`src/rtl/sys_cmd_pkg.sv`:
```
// ============================================================================
// Module      : sys_cmd_pkg
// Description : Shared definitions for the command host: FSM state encoding,
//               command-type encodings, frame opcodes and per-type frame and
//               response lengths.
// Revision    : 1.0 - initial release
// ============================================================================
`default_nettype none

package sys_cmd_pkg;

    // Controller state encoding
    typedef enum logic [1:0] {
        ST_IDLE = 2'd0,
        ST_SEND = 2'd1,
        ST_WAIT = 2'd2,
        ST_DONE = 2'd3
    } state_t;

    // Command type encoding as presented on cmd_type
    typedef enum logic [1:0] {
        CMD_RF_WR   = 2'd0,
        CMD_RF_RD   = 2'd1,
        CMD_ALU_OP  = 2'd2,
        CMD_ALU_NOP = 2'd3
    } cmd_type_t;

    // Leading opcode byte of each frame
    localparam logic [7:0] c_OP_RF_WR   = 8'hAA;
    localparam logic [7:0] c_OP_RF_RD   = 8'hBB;
    localparam logic [7:0] c_OP_ALU_OP  = 8'hCC;
    localparam logic [7:0] c_OP_ALU_NOP = 8'hDD;

    // Number of bytes transmitted for a command, opcode included
    function automatic logic [2:0] frame_len(input cmd_type_t t);
        case (t)
            CMD_RF_WR:   frame_len = 3'd3;
            CMD_RF_RD:   frame_len = 3'd2;
            CMD_ALU_OP:  frame_len = 3'd4;
            default:     frame_len = 3'd2;
        endcase
    endfunction

    // Number of bytes expected back from the target for a command
    function automatic logic [1:0] rsp_len(input cmd_type_t t);
        case (t)
            CMD_RF_WR:   rsp_len = 2'd0;
            CMD_RF_RD:   rsp_len = 2'd1;
            default:     rsp_len = 2'd2;
        endcase
    endfunction

endpackage

`default_nettype wire

```
`src/rtl/sys_cmd_timer.sv`:
```
// ============================================================================
// Module      : sys_cmd_timer
// Description : Saturating response-wait counter. Clear has priority over
//               enable; o_expired is high once LIMIT enabled cycles have
//               elapsed since the last clear.
// Revision    : 1.0 - initial release
// ============================================================================
`default_nettype none

module sys_cmd_timer #(
    parameter int LIMIT = 65535
) (
    input  logic clk,
    input  logic rst_n,
    input  logic i_clear,
    input  logic i_enable,
    output logic o_expired
);

    localparam int c_CW = $clog2(LIMIT + 1);
    localparam logic [c_CW-1:0] c_LIMIT = c_CW'(LIMIT);

    logic [c_CW-1:0] r_cnt;
    logic            w_expired;

    assign w_expired = (r_cnt >= c_LIMIT);
    assign o_expired = w_expired;

    // Count enabled cycles, holding at the limit until cleared
    always_ff @(posedge clk or negedge rst_n) begin
        if (!rst_n) begin
            r_cnt <= '0;
        end else if (i_clear) begin
            r_cnt <= '0;
        end else if (i_enable && !w_expired) begin
            r_cnt <= r_cnt + 1'b1;
        end
    end

endmodule

`default_nettype wire

```
`src/rtl/sys_cmd_host.sv`:
```
// ============================================================================
// Module      : sys_cmd_host
// Description : Serialises register-file / ALU commands into UART byte
//               frames, then collects the 0/1/2-byte response and presents
//               it as a single-cycle strobe.
//               Optional feature macro: SYS_CMD_HOST_TIMEOUT_EN adds a
//               response-wait timeout (TIMEOUT_CYCLES) via sys_cmd_timer.
// Revision    : 1.0 - initial release
// ============================================================================
`default_nettype none

module sys_cmd_host
    import sys_cmd_pkg::*;
#(
    parameter int DATA_WIDTH     = 8,
    parameter int ADDR_SIZE      = 4,
    parameter int FUNC_WIDTH     = 4,
    parameter int TIMEOUT_CYCLES = 65535
) (
    input  logic                    CLK,
    input  logic                    RST,
    input  logic                    cmd_valid,
    output logic                    cmd_ready,
    input  logic [1:0]              cmd_type,
    input  logic [ADDR_SIZE-1:0]    cmd_addr,
    input  logic [DATA_WIDTH-1:0]   cmd_a,
    input  logic [DATA_WIDTH-1:0]   cmd_b,
    input  logic [FUNC_WIDTH-1:0]   cmd_func,
    output logic [DATA_WIDTH-1:0]   tx_byte,
    output logic                    tx_valid,
    input  logic                    tx_ready,
    input  logic [DATA_WIDTH-1:0]   rx_byte,
    input  logic                    rx_valid,
    output logic [2*DATA_WIDTH-1:0] rsp_data,
    output logic                    rsp_valid,
    output logic                    rsp_timeout
);

    state_t                  r_state;
    state_t                  w_state_nxt;
    cmd_type_t               r_type;
    logic [ADDR_SIZE-1:0]    r_addr;
    logic [DATA_WIDTH-1:0]   r_a;
    logic [DATA_WIDTH-1:0]   r_b;
    logic [FUNC_WIDTH-1:0]   r_func;
    logic [2:0]              r_tx_idx;
    logic [1:0]              r_rx_cnt;
    logic [2*DATA_WIDTH-1:0] r_rsp_data;

    logic                    w_accept;
    logic                    w_tx_hs;
    logic                    w_tx_last;
    logic                    w_rx_hs;
    logic                    w_rx_last;
    logic                    w_expired;
    logic [DATA_WIDTH-1:0]   w_frame_byte;

    assign w_accept  = cmd_valid && (r_state == ST_IDLE);
    assign w_tx_hs   = (r_state == ST_SEND) && tx_ready;
    assign w_tx_last = w_tx_hs && (r_tx_idx == (frame_len(r_type) - 3'd1));
    // Bytes arriving outside WAIT are stray and simply dropped
    assign w_rx_hs   = (r_state == ST_WAIT) && rx_valid;
    assign w_rx_last = w_rx_hs && (r_rx_cnt == (rsp_len(r_type) - 2'd1));

`ifdef SYS_CMD_HOST_TIMEOUT_EN
    logic r_timeout;
    logic w_tmr_clear;

    // Restart on every WAIT entry (counter idles clear elsewhere) and on each rx byte
    assign w_tmr_clear = (r_state != ST_WAIT) || rx_valid;

    sys_cmd_timer #(
        .LIMIT (TIMEOUT_CYCLES)
    ) u_timer (
        .clk       (CLK),
        .rst_n     (RST),
        .i_clear   (w_tmr_clear),
        .i_enable  (r_state == ST_WAIT),
        .o_expired (w_expired)
    );

    // Latch the timeout flag for the response that ends a stalled WAIT
    always_ff @(posedge CLK or negedge RST) begin
        if (!RST) begin
            r_timeout <= 1'b0;
        end else if (w_accept) begin
            r_timeout <= 1'b0;
        end else if ((r_state == ST_WAIT) && !w_rx_last && w_expired) begin
            r_timeout <= 1'b1;
        end
    end

    assign rsp_timeout = (r_state == ST_DONE) && r_timeout;
`else
    assign w_expired   = 1'b0;
    assign rsp_timeout = 1'b0;
`endif

    // Select the frame byte addressed by the transmit index
    always_comb begin
        w_frame_byte = '0;
        case (r_type)
            CMD_RF_WR: begin
                case (r_tx_idx)
                    3'd0:    w_frame_byte = DATA_WIDTH'(c_OP_RF_WR);
                    3'd1:    w_frame_byte = DATA_WIDTH'(r_addr);
                    default: w_frame_byte = r_a;
                endcase
            end
            CMD_RF_RD: begin
                case (r_tx_idx)
                    3'd0:    w_frame_byte = DATA_WIDTH'(c_OP_RF_RD);
                    default: w_frame_byte = DATA_WIDTH'(r_addr);
                endcase
            end
            CMD_ALU_OP: begin
                case (r_tx_idx)
                    3'd0:    w_frame_byte = DATA_WIDTH'(c_OP_ALU_OP);
                    3'd1:    w_frame_byte = r_a;
                    3'd2:    w_frame_byte = r_b;
                    default: w_frame_byte = DATA_WIDTH'(r_func);
                endcase
            end
            default: begin
                case (r_tx_idx)
                    3'd0:    w_frame_byte = DATA_WIDTH'(c_OP_ALU_NOP);
                    default: w_frame_byte = DATA_WIDTH'(r_func);
                endcase
            end
        endcase
    end

    // State register
    always_ff @(posedge CLK or negedge RST) begin
        if (!RST) begin
            r_state <= ST_IDLE;
        end else begin
            r_state <= w_state_nxt;
        end
    end

    // Next-state logic
    always_comb begin
        w_state_nxt = r_state;
        case (r_state)
            ST_IDLE: begin
                if (w_accept) begin
                    w_state_nxt = ST_SEND;
                end
            end
            ST_SEND: begin
                if (w_tx_last) begin
                    w_state_nxt = (r_type == CMD_RF_WR) ? ST_DONE : ST_WAIT;
                end
            end
            ST_WAIT: begin
                if (w_rx_last || w_expired) begin
                    w_state_nxt = ST_DONE;
                end
            end
            default: begin
                w_state_nxt = ST_IDLE;
            end
        endcase
    end

    // Command capture, frame index and response assembly
    always_ff @(posedge CLK or negedge RST) begin
        if (!RST) begin
            r_type     <= CMD_RF_WR;
            r_addr     <= '0;
            r_a        <= '0;
            r_b        <= '0;
            r_func     <= '0;
            r_tx_idx   <= '0;
            r_rx_cnt   <= '0;
            r_rsp_data <= '0;
        end else if (w_accept) begin
            r_type     <= cmd_type_t'(cmd_type);
            r_addr     <= cmd_addr;
            r_a        <= cmd_a;
            r_b        <= cmd_b;
            r_func     <= cmd_func;
            r_tx_idx   <= '0;
            r_rx_cnt   <= '0;
            r_rsp_data <= '0;
        end else begin
            if (w_tx_hs) begin
                r_tx_idx <= r_tx_idx + 3'd1;
            end
            // Response bytes arrive LSB first
            if (w_rx_hs) begin
                r_rx_cnt <= r_rx_cnt + 2'd1;
                if (r_rx_cnt == 2'd0) begin
                    r_rsp_data[DATA_WIDTH-1:0] <= rx_byte;
                end else begin
                    r_rsp_data[2*DATA_WIDTH-1:DATA_WIDTH] <= rx_byte;
                end
            end
        end
    end

    assign cmd_ready = (r_state == ST_IDLE);
    assign tx_valid  = (r_state == ST_SEND);
    assign tx_byte   = (r_state == ST_SEND) ? w_frame_byte : '0;
    assign rsp_valid = (r_state == ST_DONE);
    assign rsp_data  = r_rsp_data;

endmodule

`default_nettype wire
```
`config.mk`:
```
export PLATFORM = sky130hd
export DESIGN_NAME = sys_cmd_host
export DESIGN_NICKNAME = d
export VERILOG_FILES = /design/src/rtl/sys_cmd_pkg.sv /design/src/rtl/sys_cmd_timer.sv /design/src/rtl/sys_cmd_host.sv
export SDC_FILE = /design/constraint.sdc
export NUM_CORES = 1
export LEC_CHECK = 0
export ABC_AREA = 1
export BUFFER_PORTS_ARGS = -buffer_cell sky130_fd_sc_hd__buf_2
export CAP_MARGIN = 20
export CORE_ASPECT_RATIO = 0.9
export CORE_MARGIN = 3
export CORE_UTILIZATION = 51
export DETAILED_ROUTE_END_ITERATION = 8
export PLACE_DENSITY = 0.85
export SYNTH_ARGS = -nofsm -noshare
export SYNTH_HDL_FRONTEND = slang
export SYNTH_HIERARCHICAL = 1
export SYNTH_SLANG_ARGS = --single-unit
```
`constraint.sdc`:
```
create_clock -name CLK -period 2.9 [get_ports CLK]
set_clock_uncertainty 0.05 [all_clocks]
set_input_delay 0.58 -clock CLK [delete_from_list [all_inputs] [get_ports CLK]]
set_output_delay 0.58 -clock CLK [all_outputs]
set_load 0.005 [all_outputs]
```
==> results of run 1 <==
-- per-stage QoR --
step / instance area [um^2] / hold slack, ns / setup WS [ns]
2_1_floorplan: 2710 / 0.234 / 0.880
3_3_place_gp: 3080 / 0.420 / 0.677
3_5_place_dp: 3080 / 0.422 / 0.564
4_1_cts: 3170 / 0.0991 / 0.219
5_1_grt: 3170 / 0.101 / 0.0509
6_report: 3170 / 0.0896 / 0.251
-- flip-flops by register name (all words and copies together), names as in the netlist --
name,flops
r_rx_cnt,2
r_func,4
r_state,2
r_a,8
r_addr,4
r_tx_idx,3
rsp_data,16
r_type,2
r_b,8
-- metal layers --
metal / vias to the layer above / part of all wire, %
met2: 87 / 47
li1: 1203 / -
met4: 0 / 1.8
met3: 12 / 7.8
met5: - / 0
met1: 1122 / 43
-- kinds of logic after synthesis --
| family | after synthesis | share of synthesized area, % |
|---|---|---|
| DFF | 49 | 45.3 |
| AOI/OAI and AO/OA | 36 | 8.18 |
| other | 1 | 0.138 |
| and+or+nand+nor | 183 | 28.5 |
| muxes | 16 | 6.65 |
| buffers and inverters | 46 | 7.16 |
| adders and majority gates | 9 | 4.16 |
-- area by class of cell --
class	count	area, um^2	share of cell area (%)
multi-input combinational	245	1290	40.7
clock buffer	5	68.8	2.17
tap	65	81.3	2.57
sequential	49	1230	38.7
clock inverter	2	16.3	0.514
inverter	36	138	4.35
timing repair buffer	68	348	11.0
-- power groups by stage --
stage                     clock network, mW  logic [mW]  registers, mW
after detailed placement                  0        1.71           1.26
after global routing                  0.436        1.96           1.30
after CTS                             0.404        1.73           1.25
final                                 0.397        1.73           1.25
after floorplan                           0        1.24           1.19
after global placement                    0        1.65           1.25
-- worst reg2reg max path, cell delays in order (launching register included) --
cell and delay [ns]:
dfrtp_1 0.43, inv_1 0.09, ha_1 0.22, nand2_2 0.19, inv_2 0.45, buf_4 0.30, nand2_1 0.09, o21ai_0 0.07
-- worst max path at each step --
stage	startpoint	endpoint	slack [ns]	cells after the start
global placement	r_tx_idx[0]$_DFFE_PN0P_	tx_byte[2]	0.68	9
CTS	r_tx_idx[0]$_DFFE_PN0P_	tx_byte[6]	0.22	9
global route	r_tx_idx[0]$_DFFE_PN0P_	tx_byte[3]	0.05	12
floorplan	r_tx_idx[0]$_DFFE_PN0P_	tx_byte[2]	0.88	8
detailed placement	r_tx_idx[0]$_DFFE_PN0P_	tx_byte[2]	0.56	9
finish	r_tx_idx[1]$_DFFE_PN0P_	tx_byte[2]	0.25	9
-- Yosys cell counts, types with 3 or more instances --
master / n / area (um^2)
nand2_1: 122 / 458
dfrtp_1: 49 / 1230
inv_1: 32 / 120
nor2_1: 23 / 86.3
nand3_1: 22 / 110
o21ai_0: 20 / 100
mux2_2: 16 / 180
ha_1: 9 / 113
a21oi_1: 6 / 30.0
nand2_2: 5 / 31.3
clkbuf_1: 4 / 15.0
nand4_1: 4 / 25.0
buf_2: 3 / 15.0
inv_2: 3 / 11.3
-- what timing repair did --
action / in CTS / in global routing
hold endpoints to repair: 0 / 0
endpoints found under the setup margin: 0 / 1
gates resized for setup: 0 / 1
==> results.txt, run 1 <==
Avg Cell Area, Syn - 7.97 um^2
Cts hold-fix bufs - 0
DR vias/cell - 5.16
TritonCTS Buffers - 5
Flop-to-flop setup slack - 0.94 ns
Share of layout cells above drive strength 1 - 26.9%
Vias - 2424
Synth Flop Type - dfrtp_1
Final setup viols - 0
Top-Level Pins - 67
Clk buf depth - 2
Seq/Total Area, Yosys - 45.3%
Sw power - 1.50 mW
Routing usage on met2 - 35.7%
Critical Path AT - 2.02 ns
PD cells - 1070 mW/mm^2
R2R Path Start - r_state[1]$_DFFE_PN0P_
CTS tree - built
Fin. max-slew vios - 0
Clk slew on worst S/H paths - 0.09 ns
Crit end category - primary output
Yosys warning count - 6
Drt first-iter violations - 183
Commonest cells after routing, fill and taps aside - nand2_1, buf_2, dfrtp_1
Buf/Inv on CP - 4
R2R depth - 7
Post-CTS Setup Bufs - 0
DIE AREA - 0.00622 mm^2
Final core occ - 63.5%
Power share of the sequential group - 37.1%
Crit path max-delay family - buffers and inverters
Synth async-reset ratio - 100%
Pwr Total - 3.38 mW
Gr usage total - 21.5%
EDFF count, synth - 0
Final Non-Filler Cells - 470
Synthesized Nets - 388
Fmax - 377 MHz
Worst-skew pair later-pin latency - 0.31 ns
Synth Register Bits - 49
Antenna diode count - 0
CP Data Required Time - 2.27 ns
Pin count of the biggest net entering global routing - 38
First-pass GRT wire length - 10700 um
Cells along the critical path - inv_1 > ha_1 > inv_1 > nor2_1 > nor2_1 > inv_1 > o21ai_0 > a21oi_1 > buf_2
Root Driver - clkbuf_8
Least-Margin Pin Slew - 0.557 ns
Number of global-route vias before repair - 2362
Cell Area, Synth - 0.00271 mm^2
Die Wd - 82.8 um
Commonest non-fill, non-tap cell in the layout - nand2_1
Period utilization - 91.3%
Worst vdd ir - 0.504 mV
# port buffers - 65
Total grt overflow - 0
Drt drc - 0
Int Pwr - 1.87 mW
Endpoints failing hold - 0
Routed Antenna Nets - 0
Die H - 75.1 um
Area Overhead vs Synth - 16.9%
Worst Hold Class - primary input to async pin
Clock power frac - 11.8%
Final nets - 453
Clk sinks - 49
Core ar. - 0.00498 mm^2
Initial Util - 54.3%
Cell leakage power - 1.73 nW
Worst R2R End - r_addr[1]$_DFFE_PN0P_
CP most frequent cell - inv_1
Inst Count DP - 463
GRT busiest layer - met2
Max-cap violations - 0
Rel. slew slack - 62.9%
Met3 GRT Util - 5.58%
RSZ-0062 raised after global routing - no
CP max stage delay - 0.42 ns
Critical path type - flop to primary output
Met1 usage - 28.1%
Crit-path slowest cell - dfrtp_1
Distinct cells, synth - 31
Crit path launch type - flop
Rows - 24
Total wire length - 6460 um
Pre-antenna DRT Iters - 4
Final worst path period need - 2.65 ns
Run status - finished clean
Fillers - 451
DR WL/cell - 13.7 um
H-tree Lvls - 2
Logic pwr share - 51.1%
Sw frac - 44.5%
Placer Congestion - 0.907
Crit path max fanout - 5
Detailed-placement wirelength estimate - 4730 um
Post-Syn Instances - 340
Setup TNS - 0 ns
Initial antenna violation count - 0
Note: power is estimated with default switching activity, not from simulation.
==> run 2: changes to the inputs <==
--- a/config.mk
+++ b/config.mk
@@ -6,13 +6,15 @@
 export NUM_CORES = 1
 export LEC_CHECK = 0
 export ABC_AREA = 1
-export BUFFER_PORTS_ARGS = -buffer_cell sky130_fd_sc_hd__buf_2
 export CAP_MARGIN = 20
 export CORE_ASPECT_RATIO = 0.9
 export CORE_MARGIN = 3
 export CORE_UTILIZATION = 51
+export CTS_CLUSTER_DIAMETER = 150
 export DETAILED_ROUTE_END_ITERATION = 8
-export PLACE_DENSITY = 0.85
+export DONT_BUFFER_PORTS = 1
+export PLACE_DENSITY = 0.74
+export SETUP_SLACK_MARGIN = 0.5
 export SYNTH_ARGS = -nofsm -noshare
 export SYNTH_HDL_FRONTEND = slang
 export SYNTH_HIERARCHICAL = 1
==> run 2 against run 1 <==
Register-to-register slack worse by 0.03 ns. Critical path type unchanged. Flip-flop and latch count unchanged. Highest routed layer unchanged. Die area unchanged. Non-clock buffer count down 51.
==> results.txt, run 2 (synthesized netlist as in run 1, its figures left out) <==
Pre-antenna DRT Iters - 4 (unchanged)
Sw frac - 44.6% (+0.087 points)
Detailed-placement wirelength estimate - 4300 um (-9.3%)
R2R depth - 11 (+4)
CP most frequent cell - nor2_1
TritonCTS Buffers - 5 (unchanged)
Critical path type - flop to primary output
Total grt overflow - 0 (unchanged)
Worst Hold Class - primary input to async pin
Crit path max-delay family - flip-flops
Final worst path period need - 2.46 ns (-0.188 ns)
Crit path max fanout - 6 (+1)
Final setup viols - 0 (unchanged)
Total wire length - 6400 um (-0.91%)
Max-cap violations - 0 (unchanged)
Sw power - 1.53 mW (+2.0%)
Number of global-route vias before repair - 2076 (-12%)
Crit path launch type - flop
DR vias/cell - 5.44 (+5.4%)
Worst R2R End - r_state[1]$_DFFE_PN0P_
Top-Level Pins - 67 (unchanged)
Placer Congestion - 0.865 (-4.7%)
Critical Path AT - 1.83 ns (-0.19 ns)
Drt drc - 0 (unchanged)
Cell leakage power - 1.54 nW (-11%)
Clk slew on worst S/H paths - 0.09 ns (about the same)
R2R Path Start - r_state[1]$_DFFE_PN0P_
Clk buf depth - 2 (unchanged)
Period utilization - 84.9% (-6.5 points)
Commonest non-fill, non-tap cell in the layout - nand2_1
Max reg flops - 16 (unchanged)
Root Driver - clkbuf_8
Crit-path slowest cell - dfrtp_1
Worst vdd ir - 0.582 mV (+15%)
Final Non-Filler Cells - 420 (-11%)
Clk sinks - 49 (unchanged)
Gr usage total - 20.0% (-1.5 points)
CTS tree - built
Die Wd - 82.8 um (unchanged)
# port buffers - 0 (-100%)
Int Pwr - 1.90 mW (+1.7%)
Flop-to-flop setup slack - 0.91 ns (-0.03 ns)
Buf/Inv on CP - 2 (-2)
Least-Margin Pin Slew - 0.506 ns (-0.0502 ns)
Hold slack - 0.0572 ns (-0.0324 ns)
Drt first-iter violations - 191 (+4.4%)
Fmax - 406 MHz (+7.6%)
Rows - 24 (unchanged)
Setup WS post-layout - 0.439 ns (+0.188 ns)
Core ar. - 0.00498 mm^2 (unchanged)
Worst-skew pair later-pin latency - 0.30 ns (about the same)
Commonest cells after routing, fill and taps aside - nand2_1, dfrtp_1, inv_1
Final nets - 402 (-11%)
Endpoints failing hold - 0 (unchanged)
Rel. slew slack - 66.2% (+3.4 points)
H-tree Lvls - 2 (unchanged)
RSZ-0062 raised after global routing - yes
Power share of the sequential group - 37.4% (+0.3 points)
Vias - 2284 (-5.8%)
Die H - 75.1 um (unchanged)
Fin. max-slew vios - 0 (unchanged)
Antenna diode count - 0 (unchanged)
Run status - finished clean
Pin count of the biggest net entering global routing - 50 (+32%)
Crit end category - primary output
First-pass GRT wire length - 9940 um (-7.3%)
Initial Util - 54.3% (unchanged)
DP Worst Slack - 0.615 ns (+0.0512 ns)
Inst Count DP - 398 (-14%)
Routed Antenna Nets - 0 (unchanged)
Cells along the critical path - inv_2 > ha_4 > o21ai_4 > nand2_4 > inv_2 > nor2_1 > nor2_1 > nor2_1 > nor2_2
CP Data Required Time - 2.27 ns (about the same)
PD cells - 1130 mW/mm^2 (+5.9%)
DIE AREA - 0.00622 mm^2 (unchanged)
Initial antenna violation count - 0 (unchanged)
Clock power frac - 11.9% (about the same)
Logic pwr share - 50.7% (-0.4 points)
DR WL/cell - 15.2 um (+11%)
Share of layout cells above drive strength 1 - 19.7% (-7.2 points)
Area Overhead vs Synth - 12.4%
Setup TNS - 0 ns (unchanged)
CP max stage delay - 0.45 ns (+0.03 ns)
## run 2: cell types whose count changed in the layout (fill, tap and decap cells not counted), moves of 3 or more
cell / change
inv_1: -3
buf_6: +4
buf_4: +9
buf_2: -65
ha_1: -3
## run 2: what timing repair did
action / 4_1_cts / 5_1_grt
hold buffers: 1 / 0
gates resized for setup: 12 / 10
pin swaps: 7 / 9
hold endpoints to repair: 49 / 0
setup buffers: 9 / 4
setup endpoints to repair: 6 / 8
## run 2: cell type report
class,instances,area [um^2]
fill,451,1940
multi-input combinational,245,1340
sequential,49,1230
timing repair buffer,17,163
inverter,36,140
tap,65,81.3
clock buffer,5,68.8
clock inverter,3,22.5
## run 2: how the worst max path moves through the flow
stage                                        from          to  slack, ns  cells past startpoint
after detailed placement  r_tx_idx[0]$_DFFE_PN0P_  tx_byte[2]       0.61                      8
after global placement    r_tx_idx[1]$_DFFE_PN0P_  tx_byte[2]       0.67                      8
after CTS                 r_tx_idx[1]$_DFFE_PN0P_  tx_byte[0]       0.47                      9
after global routing      r_tx_idx[1]$_DFFE_PN0P_  tx_byte[0]       0.31                      9
after floorplan           r_tx_idx[0]$_DFFE_PN0P_  tx_byte[2]       0.88                      8
final                     r_tx_idx[1]$_DFFE_PN0P_  tx_byte[0]       0.44                      9
## run 2: metrics by stage
step	utilization [%]	power, mW	cell area, um^2
6_report	61.1	3.44	3040
5_1_grt	61.1	3.74	3040
4_1_cts	59.9	3.35	2990
3_5_place_dp	55.3	2.78	2760
3_3_place_gp	55.3	2.73	2760
2_1_floorplan	-	2.43	2710
## run 2: power groups by stage
stage / clock network (mW) / registers (mW) / logic (mW)
finish: 0.409 / 1.29 / 1.74
global route: 0.448 / 1.33 / 1.96
CTS: 0.421 / 1.28 / 1.65
detailed placement: 0 / 1.29 / 1.49
global placement: 0 / 1.28 / 1.45
floorplan: 0 / 1.19 / 1.24
## run 2: layer usage
| metal | vias to the layer above | share of wire (%) | track usage, % |
|---|---|---|---|
| met5 | - | 0 | 0 |
| met2 | 86 | 48 | 31.9 |
| met1 | 1076 | 44 | 27.3 |
| met4 | 0 | 1.5 | 6.53 |
| met3 | 12 | 7.0 | 4.81 |
| li1 | 1110 | - | - |
## run 2: worst reg2reg max path, cell delays in order, from the launching register on
cell	delay, ns
dfrtp_1	0.42
inv_1	0.10
ha_1	0.48
nand2_1	0.16
inv_1	0.17
nand2_1	0.07
nor2_1	0.09
nand2_1	0.05
nand2_1	0.11
nand3_2	0.10
nand2_1	0.06
nand2_1	0.04
